File: src/rtl/plx_lbus_master_if.sv
// rtl/plx_lbus_master_if.sv - user command/data handshake and local-bus signal bundle
// The master modport is the bus initiator's view; slave is the user/target side.
interface plx_lbus_master_if #(
  parameter int ADDR_W    = 16,
  parameter int MAX_LEN_W = 4
);
  logic                 CmdValid;
  logic                 CmdReady;
  logic                 CmdWrite;
  logic [ADDR_W-1:0]    CmdAddr;
  logic [3:0]           CmdBE;
  logic [MAX_LEN_W-1:0] CmdLen;
  logic                 WrValid;
  logic                 WrReady;
  logic [31:0]          WrData;
  logic                 RdValid;
  logic [31:0]          RdData;
  logic                 Done;
  logic                 TimedOut;
  logic                 ADS;
  logic                 ALE;
  logic                 LW_R;
  logic                 LRD;
  logic                 LWR;
  logic                 BLAST;
  logic [6:0]           LA;
  logic [3:0]           LBE;
  logic                 READY;
  logic [31:0]          LAD_o;
  logic                 LAD_oe;
  logic [31:0]          LAD_i;

  modport master (
    input  CmdValid, CmdWrite, CmdAddr, CmdBE, CmdLen, WrValid, WrData, READY, LAD_i,
    output CmdReady, WrReady, RdValid, RdData, Done, TimedOut,
           ADS, ALE, LW_R, LRD, LWR, BLAST, LA, LBE, LAD_o, LAD_oe
  );

  modport slave (
    output CmdValid, CmdWrite, CmdAddr, CmdBE, CmdLen, WrValid, WrData, READY, LAD_i,
    input  CmdReady, WrReady, RdValid, RdData, Done, TimedOut,
           ADS, ALE, LW_R, LRD, LWR, BLAST, LA, LBE, LAD_o, LAD_oe
  );
endinterface

File: src/rtl/plx_lbus_master.sv
// rtl/plx_lbus_master.sv - PLX-9030-style local-bus initiator, single and burst read/write
// LBUS_FIXED_WAIT_EN: ignore READY, complete each beat after MIN_WAIT+1 data cycles, no timeout.
module plx_lbus_master #(
  parameter int ADDR_W      = 16,
  parameter int MAX_LEN_W   = 4,
  parameter int MIN_WAIT    = 1,
  parameter int TIMEOUT_CYC = 64
) (
  input  logic                 LClk,
  input  logic                 LRstN,
  plx_lbus_master_if.master    bus
);
  localparam int WAIT_W = $clog2(TIMEOUT_CYC + MIN_WAIT + 2);
  localparam logic [WAIT_W-1:0] MIN_WAIT_C = WAIT_W'(MIN_WAIT);
`ifndef LBUS_FIXED_WAIT_EN
  localparam logic [WAIT_W-1:0] TO_LAST_C = WAIT_W'(TIMEOUT_CYC - 1);
`endif

  typedef enum logic [2:0] {
    S_IDLE  = 3'd0,
    S_ADDR  = 3'd1,
    S_LOAD  = 3'd2,
    S_DATA  = 3'd3,
    S_RECOV = 3'd4
  } state_t;

  state_t               state_q, state_d;
  logic                 write_q, write_d;
  logic [ADDR_W-1:0]    addr_q, addr_d;
  logic [3:0]           be_q, be_d;
  logic [MAX_LEN_W-1:0] cnt_q, cnt_d;
  logic [6:0]           la_q, la_d;
  logic [31:0]          wdata_q, wdata_d;
  logic [31:0]          rdata_q, rdata_d;
  logic [WAIT_W-1:0]    wait_q, wait_d;
  logic                 rd_valid_q, rd_valid_d;
  logic                 beat_done;
  logic                 beat_abort;
`ifndef LBUS_FIXED_WAIT_EN
  logic                 timeout_q, timeout_d;
`endif

  always_ff @(posedge LClk or negedge LRstN) begin
    if (!LRstN) begin
      state_q    <= S_IDLE;
      write_q    <= 1'b0;
      addr_q     <= '0;
      be_q       <= '0;
      cnt_q      <= '0;
      la_q       <= '0;
      wdata_q    <= '0;
      rdata_q    <= '0;
      wait_q     <= '0;
      rd_valid_q <= 1'b0;
`ifndef LBUS_FIXED_WAIT_EN
      timeout_q  <= 1'b0;
`endif
    end else begin
      state_q    <= state_d;
      write_q    <= write_d;
      addr_q     <= addr_d;
      be_q       <= be_d;
      cnt_q      <= cnt_d;
      la_q       <= la_d;
      wdata_q    <= wdata_d;
      rdata_q    <= rdata_d;
      wait_q     <= wait_d;
      rd_valid_q <= rd_valid_d;
`ifndef LBUS_FIXED_WAIT_EN
      timeout_q  <= timeout_d;
`endif
    end
  end

  // Beat completion: fixed wait count, or READY seen once the minimum wait has elapsed.
  always_comb begin
    beat_done  = 1'b0;
    beat_abort = 1'b0;
`ifdef LBUS_FIXED_WAIT_EN
    beat_done  = (state_q == S_DATA) && (wait_q == MIN_WAIT_C);
`else
    beat_done  = (state_q == S_DATA) && (wait_q >= MIN_WAIT_C) && !bus.READY;
    beat_abort = (state_q == S_DATA) && !beat_done && (wait_q == TO_LAST_C);
`endif
  end

  always_comb begin
    state_d    = state_q;
    write_d    = write_q;
    addr_d     = addr_q;
    be_d       = be_q;
    cnt_d      = cnt_q;
    la_d       = la_q;
    wdata_d    = wdata_q;
    rdata_d    = rdata_q;
    wait_d     = wait_q;
    rd_valid_d = 1'b0;
`ifndef LBUS_FIXED_WAIT_EN
    timeout_d  = timeout_q;
`endif
    case (state_q)
      S_IDLE: begin
        if (bus.CmdValid) begin
          write_d   = bus.CmdWrite;
          addr_d    = bus.CmdAddr;
          be_d      = bus.CmdBE;
          cnt_d     = bus.CmdLen;
          la_d      = bus.CmdAddr[8:2];
`ifndef LBUS_FIXED_WAIT_EN
          timeout_d = 1'b0;
`endif
          state_d   = S_ADDR;
        end
      end
      S_ADDR: begin
        wait_d  = '0;
        state_d = write_q ? S_LOAD : S_DATA;
      end
      S_LOAD: begin
        if (bus.WrValid) begin
          wdata_d = bus.WrData;
          wait_d  = '0;
          state_d = S_DATA;
        end
      end
      S_DATA: begin
        wait_d = wait_q + 1'b1;
        if (beat_done) begin
          if (!write_q) begin
            rdata_d    = bus.LAD_i;
            rd_valid_d = 1'b1;
          end
          if (cnt_q != '0) begin
            cnt_d   = cnt_q - 1'b1;
            la_d    = la_q + 7'd1;
            wait_d  = '0;
            state_d = write_q ? S_LOAD : S_DATA;
          end else begin
            state_d = S_RECOV;
          end
        end else if (beat_abort) begin
`ifndef LBUS_FIXED_WAIT_EN
          timeout_d = 1'b1;
`endif
          state_d   = S_RECOV;
        end
      end
      S_RECOV: state_d = S_IDLE;
      default: state_d = S_IDLE;
    endcase
  end

  logic in_cmd;
  assign in_cmd = (state_q == S_ADDR) || (state_q == S_LOAD) || (state_q == S_DATA);

  assign bus.CmdReady = (state_q == S_IDLE);
  assign bus.WrReady  = (state_q == S_LOAD);
  assign bus.RdValid  = rd_valid_q;
  assign bus.RdData   = rdata_q;
  assign bus.Done     = (state_q == S_RECOV);
`ifdef LBUS_FIXED_WAIT_EN
  assign bus.TimedOut = 1'b0;
`else
  assign bus.TimedOut = (state_q == S_RECOV) && timeout_q;
`endif

  // Bus strobes decode straight from state so an async reset releases them at once.
  assign bus.ADS    = !(state_q == S_ADDR);
  assign bus.ALE    = (state_q == S_ADDR);
  assign bus.LW_R   = write_q && in_cmd;
  assign bus.LRD    = !((state_q == S_DATA) && !write_q);
  assign bus.LWR    = !((state_q == S_DATA) && write_q);
  assign bus.BLAST  = !((state_q == S_DATA) && (cnt_q == '0));
  assign bus.LA     = la_q;
  assign bus.LBE    = in_cmd ? ~be_q : 4'hF;
  assign bus.LAD_oe = (state_q == S_ADDR) || ((state_q == S_DATA) && write_q);
  assign bus.LAD_o  = (state_q == S_ADDR) ? 32'(addr_q) :
                      ((state_q == S_DATA) && write_q) ? wdata_q : 32'h0;
endmodule
File: src/flat_wrapper.sv
// flat-port wrapper written by rule: the top's interface ports become plain ports
module plx_lbus_master_flat 
#(
  parameter int ADDR_W      = 16,
  parameter int MAX_LEN_W   = 4,
  parameter int MIN_WAIT    = 1,
  parameter int TIMEOUT_CYC = 64
)
  (LClk, LRstN, bus_CmdValid, bus_CmdWrite, bus_CmdAddr, bus_CmdBE, bus_CmdLen, bus_WrValid, bus_WrData, bus_READY, bus_LAD_i, bus_CmdReady, bus_WrReady, bus_RdValid, bus_RdData, bus_Done, bus_TimedOut, bus_ADS, bus_ALE, bus_LW_R, bus_LRD, bus_LWR, bus_BLAST, bus_LA, bus_LBE, bus_LAD_o, bus_LAD_oe);
  plx_lbus_master_if #(.ADDR_W(ADDR_W), .MAX_LEN_W(MAX_LEN_W)) bus_i ();
  input  logic LClk;
  input  logic LRstN;
  input wire logic [$bits(bus_i.CmdValid)-1:0] bus_CmdValid;
  input wire logic [$bits(bus_i.CmdWrite)-1:0] bus_CmdWrite;
  input wire logic [$bits(bus_i.CmdAddr)-1:0] bus_CmdAddr;
  input wire logic [$bits(bus_i.CmdBE)-1:0] bus_CmdBE;
  input wire logic [$bits(bus_i.CmdLen)-1:0] bus_CmdLen;
  input wire logic [$bits(bus_i.WrValid)-1:0] bus_WrValid;
  input wire logic [$bits(bus_i.WrData)-1:0] bus_WrData;
  input wire logic [$bits(bus_i.READY)-1:0] bus_READY;
  input wire logic [$bits(bus_i.LAD_i)-1:0] bus_LAD_i;
  output wire logic [$bits(bus_i.CmdReady)-1:0] bus_CmdReady;
  output wire logic [$bits(bus_i.WrReady)-1:0] bus_WrReady;
  output wire logic [$bits(bus_i.RdValid)-1:0] bus_RdValid;
  output wire logic [$bits(bus_i.RdData)-1:0] bus_RdData;
  output wire logic [$bits(bus_i.Done)-1:0] bus_Done;
  output wire logic [$bits(bus_i.TimedOut)-1:0] bus_TimedOut;
  output wire logic [$bits(bus_i.ADS)-1:0] bus_ADS;
  output wire logic [$bits(bus_i.ALE)-1:0] bus_ALE;
  output wire logic [$bits(bus_i.LW_R)-1:0] bus_LW_R;
  output wire logic [$bits(bus_i.LRD)-1:0] bus_LRD;
  output wire logic [$bits(bus_i.LWR)-1:0] bus_LWR;
  output wire logic [$bits(bus_i.BLAST)-1:0] bus_BLAST;
  output wire logic [$bits(bus_i.LA)-1:0] bus_LA;
  output wire logic [$bits(bus_i.LBE)-1:0] bus_LBE;
  output wire logic [$bits(bus_i.LAD_o)-1:0] bus_LAD_o;
  output wire logic [$bits(bus_i.LAD_oe)-1:0] bus_LAD_oe;
  assign bus_i.CmdValid = bus_CmdValid;
  assign bus_i.CmdWrite = bus_CmdWrite;
  assign bus_i.CmdAddr = bus_CmdAddr;
  assign bus_i.CmdBE = bus_CmdBE;
  assign bus_i.CmdLen = bus_CmdLen;
  assign bus_i.WrValid = bus_WrValid;
  assign bus_i.WrData = bus_WrData;
  assign bus_i.READY = bus_READY;
  assign bus_i.LAD_i = bus_LAD_i;
  assign bus_CmdReady = bus_i.CmdReady;
  assign bus_WrReady = bus_i.WrReady;
  assign bus_RdValid = bus_i.RdValid;
  assign bus_RdData = bus_i.RdData;
  assign bus_Done = bus_i.Done;
  assign bus_TimedOut = bus_i.TimedOut;
  assign bus_ADS = bus_i.ADS;
  assign bus_ALE = bus_i.ALE;
  assign bus_LW_R = bus_i.LW_R;
  assign bus_LRD = bus_i.LRD;
  assign bus_LWR = bus_i.LWR;
  assign bus_BLAST = bus_i.BLAST;
  assign bus_LA = bus_i.LA;
  assign bus_LBE = bus_i.LBE;
  assign bus_LAD_o = bus_i.LAD_o;
  assign bus_LAD_oe = bus_i.LAD_oe;
  plx_lbus_master #(.ADDR_W(ADDR_W), .MAX_LEN_W(MAX_LEN_W), .MIN_WAIT(MIN_WAIT), .TIMEOUT_CYC(TIMEOUT_CYC)) u_core (.LClk(LClk), .LRstN(LRstN), .bus(bus_i));
endmodule
File: config.mk
export PLATFORM = sky130hd
export DESIGN_NAME = plx_lbus_master_flat
export DESIGN_NICKNAME = d
export VERILOG_FILES = /design/src/rtl/plx_lbus_master_if.sv /design/src/rtl/plx_lbus_master.sv /design/src/flat_wrapper.sv
export SDC_FILE = /design/constraint.sdc
export NUM_CORES = 1
export LEC_CHECK = 0
export BUFFER_PORTS_ARGS = -buffer_cell sky130_fd_sc_hd__clkbuf_2
export CAP_MARGIN = 20
export CORE_MARGIN = 1
export CORE_UTILIZATION = 31
export DETAILED_ROUTE_END_ITERATION = 6
export PLACE_DENSITY = 0.65
export SYNTH_ARGS = -nofsm -noshare
export SYNTH_HDL_FRONTEND = slang
export SYNTH_SLANG_ARGS = --single-unit
File: constraint.sdc
create_clock -name LClk -period 2.1 [get_ports LClk]
set_clock_uncertainty 0.1 [all_clocks]
set_input_delay 0.105 -clock LClk [delete_from_list [all_inputs] [get_ports LClk]]
set_output_delay 0.105 -clock LClk [all_outputs]
set_load 0.02 [all_outputs]
Yosys cells after proc, flatten, opt, wreduce, memory -nomap -nowiden
Cells that the tools add are included.
{"block": "word_totals", "regBits": 108, "inputBits": 94, "out_inout_bits": 87, "elab_cells": 89}
{"block": "op_classes", "addsub": 3, "magnitude_cmp": 1, "eq_ne": 12, "n_mux": 29, "n_bitwise": 2, "n_reduce_logical": 31}
{"operator": "$mux 32", "count": 2}
{"operator": "$mux 7", "count": 6}
{"operator": "$pmux 7 s3", "count": 1}
{"operator": "$mux 4", "count": 4}
{"operator": "$mux 3", "count": 5}
{"operator": "$add 7x1->7 const B", "count": 2}
{"operator": "$pmux 7 s2", "count": 1}
{"operator": "$pmux 3 s4", "count": 1}
{"operator": "$logic_and 1x1->1", "count": 9}
{"operator": "$ne 2x2->1 const B", "count": 4}
{"operator": "$pmux 4 s2", "count": 1}
{"operator": "$reduce_and 4->1", "count": 2}
{"operator": "$eq 7x6->1 const B", "count": 1}
{"operator": "$ge 7x1->1 const B", "count": 1}
{"operator": "$logic_not 1->1", "count": 7}
{"operator": "$mux 1", "count": 7}
{"operator": "$eq 3x2->1 const B", "count": 2}
{"operator": "$reduce_and 2->1", "count": 3}
{"operator": "$reduce_and 3->1", "count": 2}
{"operator": "$logic_not 4->1", "count": 1}
{"operator": "$ne 2x1->1 const B", "count": 2}
{"operator": "$not 4->4", "count": 1}
{"operator": "$reduce_bool 4->1", "count": 1}
{"operator": "$sub 4x1->4 const B", "count": 1}
{"operator": "9 further kinds", "count": 11}

Depth between registers and ports, before layout
{"block": "depth", "ltp_word": 9, "ltp_mapped": 8, "depth_no_buf": 6}

Worst setup path before layout
OpenSTA, ideal clock, no wires.
{"block": "synth_timing", "path_type": "reg2reg", "from": "reg u_core.state_q[0]", "to": "reg u_core.wdata_q[0]", "setup_time_ps": 128, "t_arrival_ps": 1705, "t_required_ps": 1872, "path_slack_ps": 167, "stages_incl_launch_ff": 7, "path_buffers": 3, "period_less_slack_ps": 1933, "cell_sequence": "dfrtp_1 -> buf_2 -> nor3b_2 -> and2_1 -> buf_2 -> buf_4 -> mux2_1"}
{"block": "synth_via", "elab_chain_cells": 2}
{"item": "start, declared", "line": "plx_lbus_master.sv:27", "rtl": "state_t state_q, state_d;"}
{"item": "start signal, assigned", "line": "plx_lbus_master.sv:59", "rtl": "state_q <= state_d;"}
{"item": "$eq 3x2->1"}
{"item": "net bus_WrReady", "line": "flat_wrapper.sv:23", "rtl": "output wire logic [$bits(bus_i.WrReady)-1:0] bus_WrReady;"}
{"item": "$reduce_and 2->1 (no source line)"}
{"item": "end signal, assigned", "line": "plx_lbus_master.sv:65", "rtl": "wdata_q <= wdata_d;"}
{"item": "end, declared", "line": "plx_lbus_master.sv:33", "rtl": "logic [31:0] wdata_q, wdata_d;"}
The timed path passes the listed nets, and every way through them passes these cells.
A chain may end at the register's enable or synchronous reset.

Worst setup path in the final report
{"block": "layout_timing", "from": "reg u_core.state_q[1]", "to": "out bus_LAD_o[15]"}
{"block": "layout_via", "elab_chain_cells": 4, "word_cells_on_any_way": 5, "cone_classes": "2 x eq/ne; 2 x mux; 1 x reduce/logical"}
{"item": "$eq 3x2->1", "line": "plx_lbus_master.sv:178", "rtl": "((state_q == S_DATA) && write_q) ? wdata_q : 32'h0;"}
{"item": "$logic_and 1x1->1", "line": "plx_lbus_master.sv:178"}
{"item": "$mux 32", "line": "plx_lbus_master.sv:178"}
{"item": "$mux 32 (*)", "line": "plx_lbus_master.sv:177", "rtl": "assign bus.LAD_o = (state_q == S_ADDR) ? 32'(addr_q) :"}
{"item": "end, declared", "line": "flat_wrapper.sv:36", "rtl": "output wire logic [$bits(bus_i.LAD_o)-1:0] bus_LAD_o;"}
Mark *: on every way between the ends. The rest lies on a longest branch, timed or not.

==> flow_metrics.env <==
export IMPL_drive_gt1_share_pct=39.8
export IMPL_drt_wl_total_um=15000
export IMPL_drc=0
export IMPL_clk_pin_slew_ns=0.07
export IMPL_whs_ns=0.0548
export IMPL_synth_seq_cells=108
export IMPL_io_buffers=180
export IMPL_gp_congestion=0.799
export IMPL_seqCellArea_sq_mm=0.00270
export IMPL_cts_sinks=108
export IMPL_required_ns=1.89
export IMPL_rr_startpoint="u_core.wait_q[0]"
export IMPL_wl_met1_um=6070
export IMPL_setup_viol=0
export IMPL_io_pins=181
export IMPL_grt_max_degree=53
export IMPL_die_area_sq_mm=0.0169
export IMPL_synth_seq_area_share_pct=53.1
export IMPL_post_drt_wl_per_cell_um=16.0
export IMPL_holdPathEnd="u_core.cnt_q[0]"
export IMPL_hold_path_class="in -> reg"
export IMPL_grt_overflow=0
export IMPL_crit_path_end_kind="primary output"
export IMPL_synth_nets=530
export IMPL_cts_root_buf="clkbuf_16"
export IMPL_nFillCells=1422
export IMPL_die_x_um=130
export IMPL_synth_ff_type="dfrtp_1"
export IMPL_final_cell_area_sq_mm=0.00769
export IMPL_hold_violations=0
export IMPL_fin_nets=819
export IMPL_hp_start="bus_CmdLen[0]"
export IMPL_start_util_pct=31.9
export IMPL_insertion_delay_ns=0.34
export IMPL_yosysTopAreaCellShare_pct=53.1
export IMPL_max_cap_violations=0
export IMPL_htreeDepth=3
export IMPL_dpl_hpwl_um=9560
export IMPL_cts_made_buffers=9
export IMPL_criticalPathCategory="reg -> out"
export IMPL_synthTopCellsByArea="dfrtp_1 53%, mux2_4 8.3%, mux2_1 7.5%"
export IMPL_outcome="complete, no violations"
export IMPL_grt_pass1_wl_um=22500
export IMPL_std_cell_rows=46
export IMPL_multiInputGateArea_sq_mm=0.00222
export IMPL_rsz0062_at_grt="true"
export IMPL_powerDensity_mw_per_mm2=1360
export IMPL_ys_warn_count=0
export IMPL_power_leakage_nw=3.84
export IMPL_synth_edf_count=0
export IMPL_place_area_sq_mm=0.00633
export IMPL_synth_avg_cell_area_sq_um=11.8
export IMPL_grt_pass1_vias=4603
export IMPL_slew_limit_headroom_pct=65.5
export IMPL_ant_nets=0
export IMPL_vias=4394
export IMPL_critPathMaxFanout=8
export IMPL_drtIter0Drc=244
export IMPL_critPathArrivalTime_ns=1.86
export IMPL_synth_top_area_cell="dfrtp_1"
export IMPL_hold_path_depth=4
export IMPL_rr_endpoint="u_core.state_q[0]"
export IMPL_drt_pass1_iter_count=4
export IMPL_drv_slew=0
export IMPL_wl_met2_um=7940
export IMPL_reg2reg_slack_ns=0.07
export IMPL_max_freq_mhz=484
export IMPL_synth_cell_types=60
export IMPL_min_period_ns=2.07
export IMPL_highest_layer="met4"
export IMPL_core_area_sq_mm=0.0159
export IMPL_worst_pin_slew_ns=0.517
export IMPL_async_reset_ff_share_pct=100
export IMPL_antenna_found_initial=0
export IMPL_peakVddDrop_v=0.000617
export IMPL_crit_path_start_kind="register"
export IMPL_reg2reg_depth=7
export IMPL_grt_usage_pct=17.4
export IMPL_syn_area_sq_mm=0.00509
export IMPL_areaGrowthSynthToFinish_pct=51.1
export IMPL_die_h_um=130
export IMPL_cts_max_path_buffers=2
export IMPL_via_per_inst=4.68
export IMPL_synthCells=431
export IMPL_fin_crit_sh_pct=98.3
export IMPL_cts_tree="done"
export IMPL_report_power_total_mw=10.5
export IMPL_diodes=0
export IMPL_wl_met3_um=838
==> cell type report <==
| type | count | area share (%) |
|---|---|---|
| clock inverters | 4 | 0.667 |
| flip-flops and latches | 108 | 35.2 |
| repair inverters | 1 | 0.0977 |
| well taps | 216 | 3.52 |
| clock buffers | 10 | 3.11 |
| multi-input cells | 288 | 28.9 |
| repair buffers | 305 | 28.2 |
| inverters | 7 | 0.374 |
==> worst max-delay path: stages, from the launching register on <==
cell	delay (ns)
dfrtp_1	0.39
buf_6	0.14
or3b_4	0.46
clkinvlp_4	0.19
a22o_1	0.16
buf_2	0.17
==> timing repair <==
action	4_1_cts	5_1_grt
gates cloned	2	1
setup buffers	2	4
gates resized for setup	8	25
pin swaps	1	4
hold buffers	89	0
endpoints found under the setup margin	40	23
endpoints found under the hold margin	124	0
==> synth_stat cells (all sizes together), types with 7 or more instances <==
library cell and number:
buf 21, a21oi 7, dfrtp 108, nand3 8, clkbuf 7, inv 7
o21ai 8, a22o 17, mux2 65, and3 18, nand2 81, nor2 17
==> power by group <==
| part | internal (mW) | total (mW) | switching, mW |
|---|---|---|---|
| clock | 0.945 | 1.69 | 0.749 |
| sequential | 3.05 | 3.67 | 0.621 |
| combinational | 2.34 | 5.10 | 2.76 |
| total | 6.33 | 10.5 | 4.13 |
==> placed cells by master, fill, tap and decap left out, types with 3 or more instances in the layout <==
| master | n |
|---|---|
| clkbuf_2 | 172 |
| dfrtp_1 | 108 |
| dlygate4sd3_1 | 89 |
| nand2_1 | 81 |
| mux2_1 | 34 |
| buf_4 | 31 |
| mux2_4 | 28 |
| and3_1 | 18 |
| a22o_1 | 17 |
| nor2_1 | 15 |
| clkbuf_16 | 9 |
| nand3_1 | 7 |
| a21oi_1 | 7 |
| inv_1 | 5 |
| o21ai_0 | 5 |
| o22a_1 | 5 |
| buf_6 | 5 |
| a2bb2oi_1 | 4 |
| ha_1 | 4 |
| buf_12 | 4 |
| o21ai_1 | 3 |
| or3_1 | 3 |
| o22ai_1 | 3 |
| mux2_2 | 3 |
| buf_2 | 3 |
==> registers in the layout (all words and copies together) (netlist names) <==
| signal | flops |
|---|---|
| u_core.addr_q | 16 |
| u_core.be_q | 4 |
| u_core.bus.LA | 7 |
| u_core.bus.RdData | 32 |
| u_core.bus.RdValid | 1 |
| u_core.cnt_q | 4 |
| u_core.state_q | 3 |
| u_core.timeout_q | 1 |
| u_core.wait_q | 7 |
| u_core.wdata_q | 32 |
| u_core.write_q | 1 |
==> how the worst max path moves through the flow <==
stage | endpoint | slack (ns) | start | cells past startpoint
4_1_cts | bus_LAD_o[9] | 0.008 | u_core.state_q[1] | 5
6_report | bus_LAD_o[15] | 0.03 | u_core.state_q[1] | 5
3_3_place_gp | u_core.bus.RdData[0] | -0.29 | u_core.wait_q[1] | 6
3_5_place_dp | u_core.bus.RdData[2] | -0.09 | u_core.wait_q[1] | 7
5_1_grt | bus_LAD_o[11] | -0.02 | u_core.state_q[2] | 6
2_1_floorplan | u_core.wdata_q[0] | 0.17 | u_core.state_q[0] | 6
==> through the flow <==
| stage | std cells | setup slack (ns) | util, % | setup TNS, ns |
|---|---|---|---|---|
| after floorplan | 431 | 0.167 | - | 0 |
| after global placement | 826 | -0.293 | 39.6 | -8.48 |
| after detailed placement | 827 | -0.0936 | 39.7 | -1.27 |
| after CTS | 934 | 0.00813 | 47.6 | 0 |
| after global routing | 939 | -0.0191 | 48.2 | -0.0419 |
| final | 939 | 0.0349 | 48.2 | 0 |
==> per-layer routing <==
metal  global-route usage (%)  up-vias
met5                        0        -
met4                     4.79        0
met1                     19.7     2123
li1                         -     2091
met2                     32.3      158
met3                     4.22       22
==> logic make-up (layout without fill, tap and decap cells) <==
kind of cell	Yosys count	count (layout)	synth area share (%)
flip-flops	108	108	53.1
adder cells (fa/ha/maj)	5	5	1.23
AND/OR/NAND/NOR	152	152	14.9
AO/OA/AOI/OAI	64	64	9.82
multiplexers	66	66	16.7
buffers and inverters	35	327	4.06
XOR/XNOR	1	1	0.172
(Power assumes the default switching activity.)
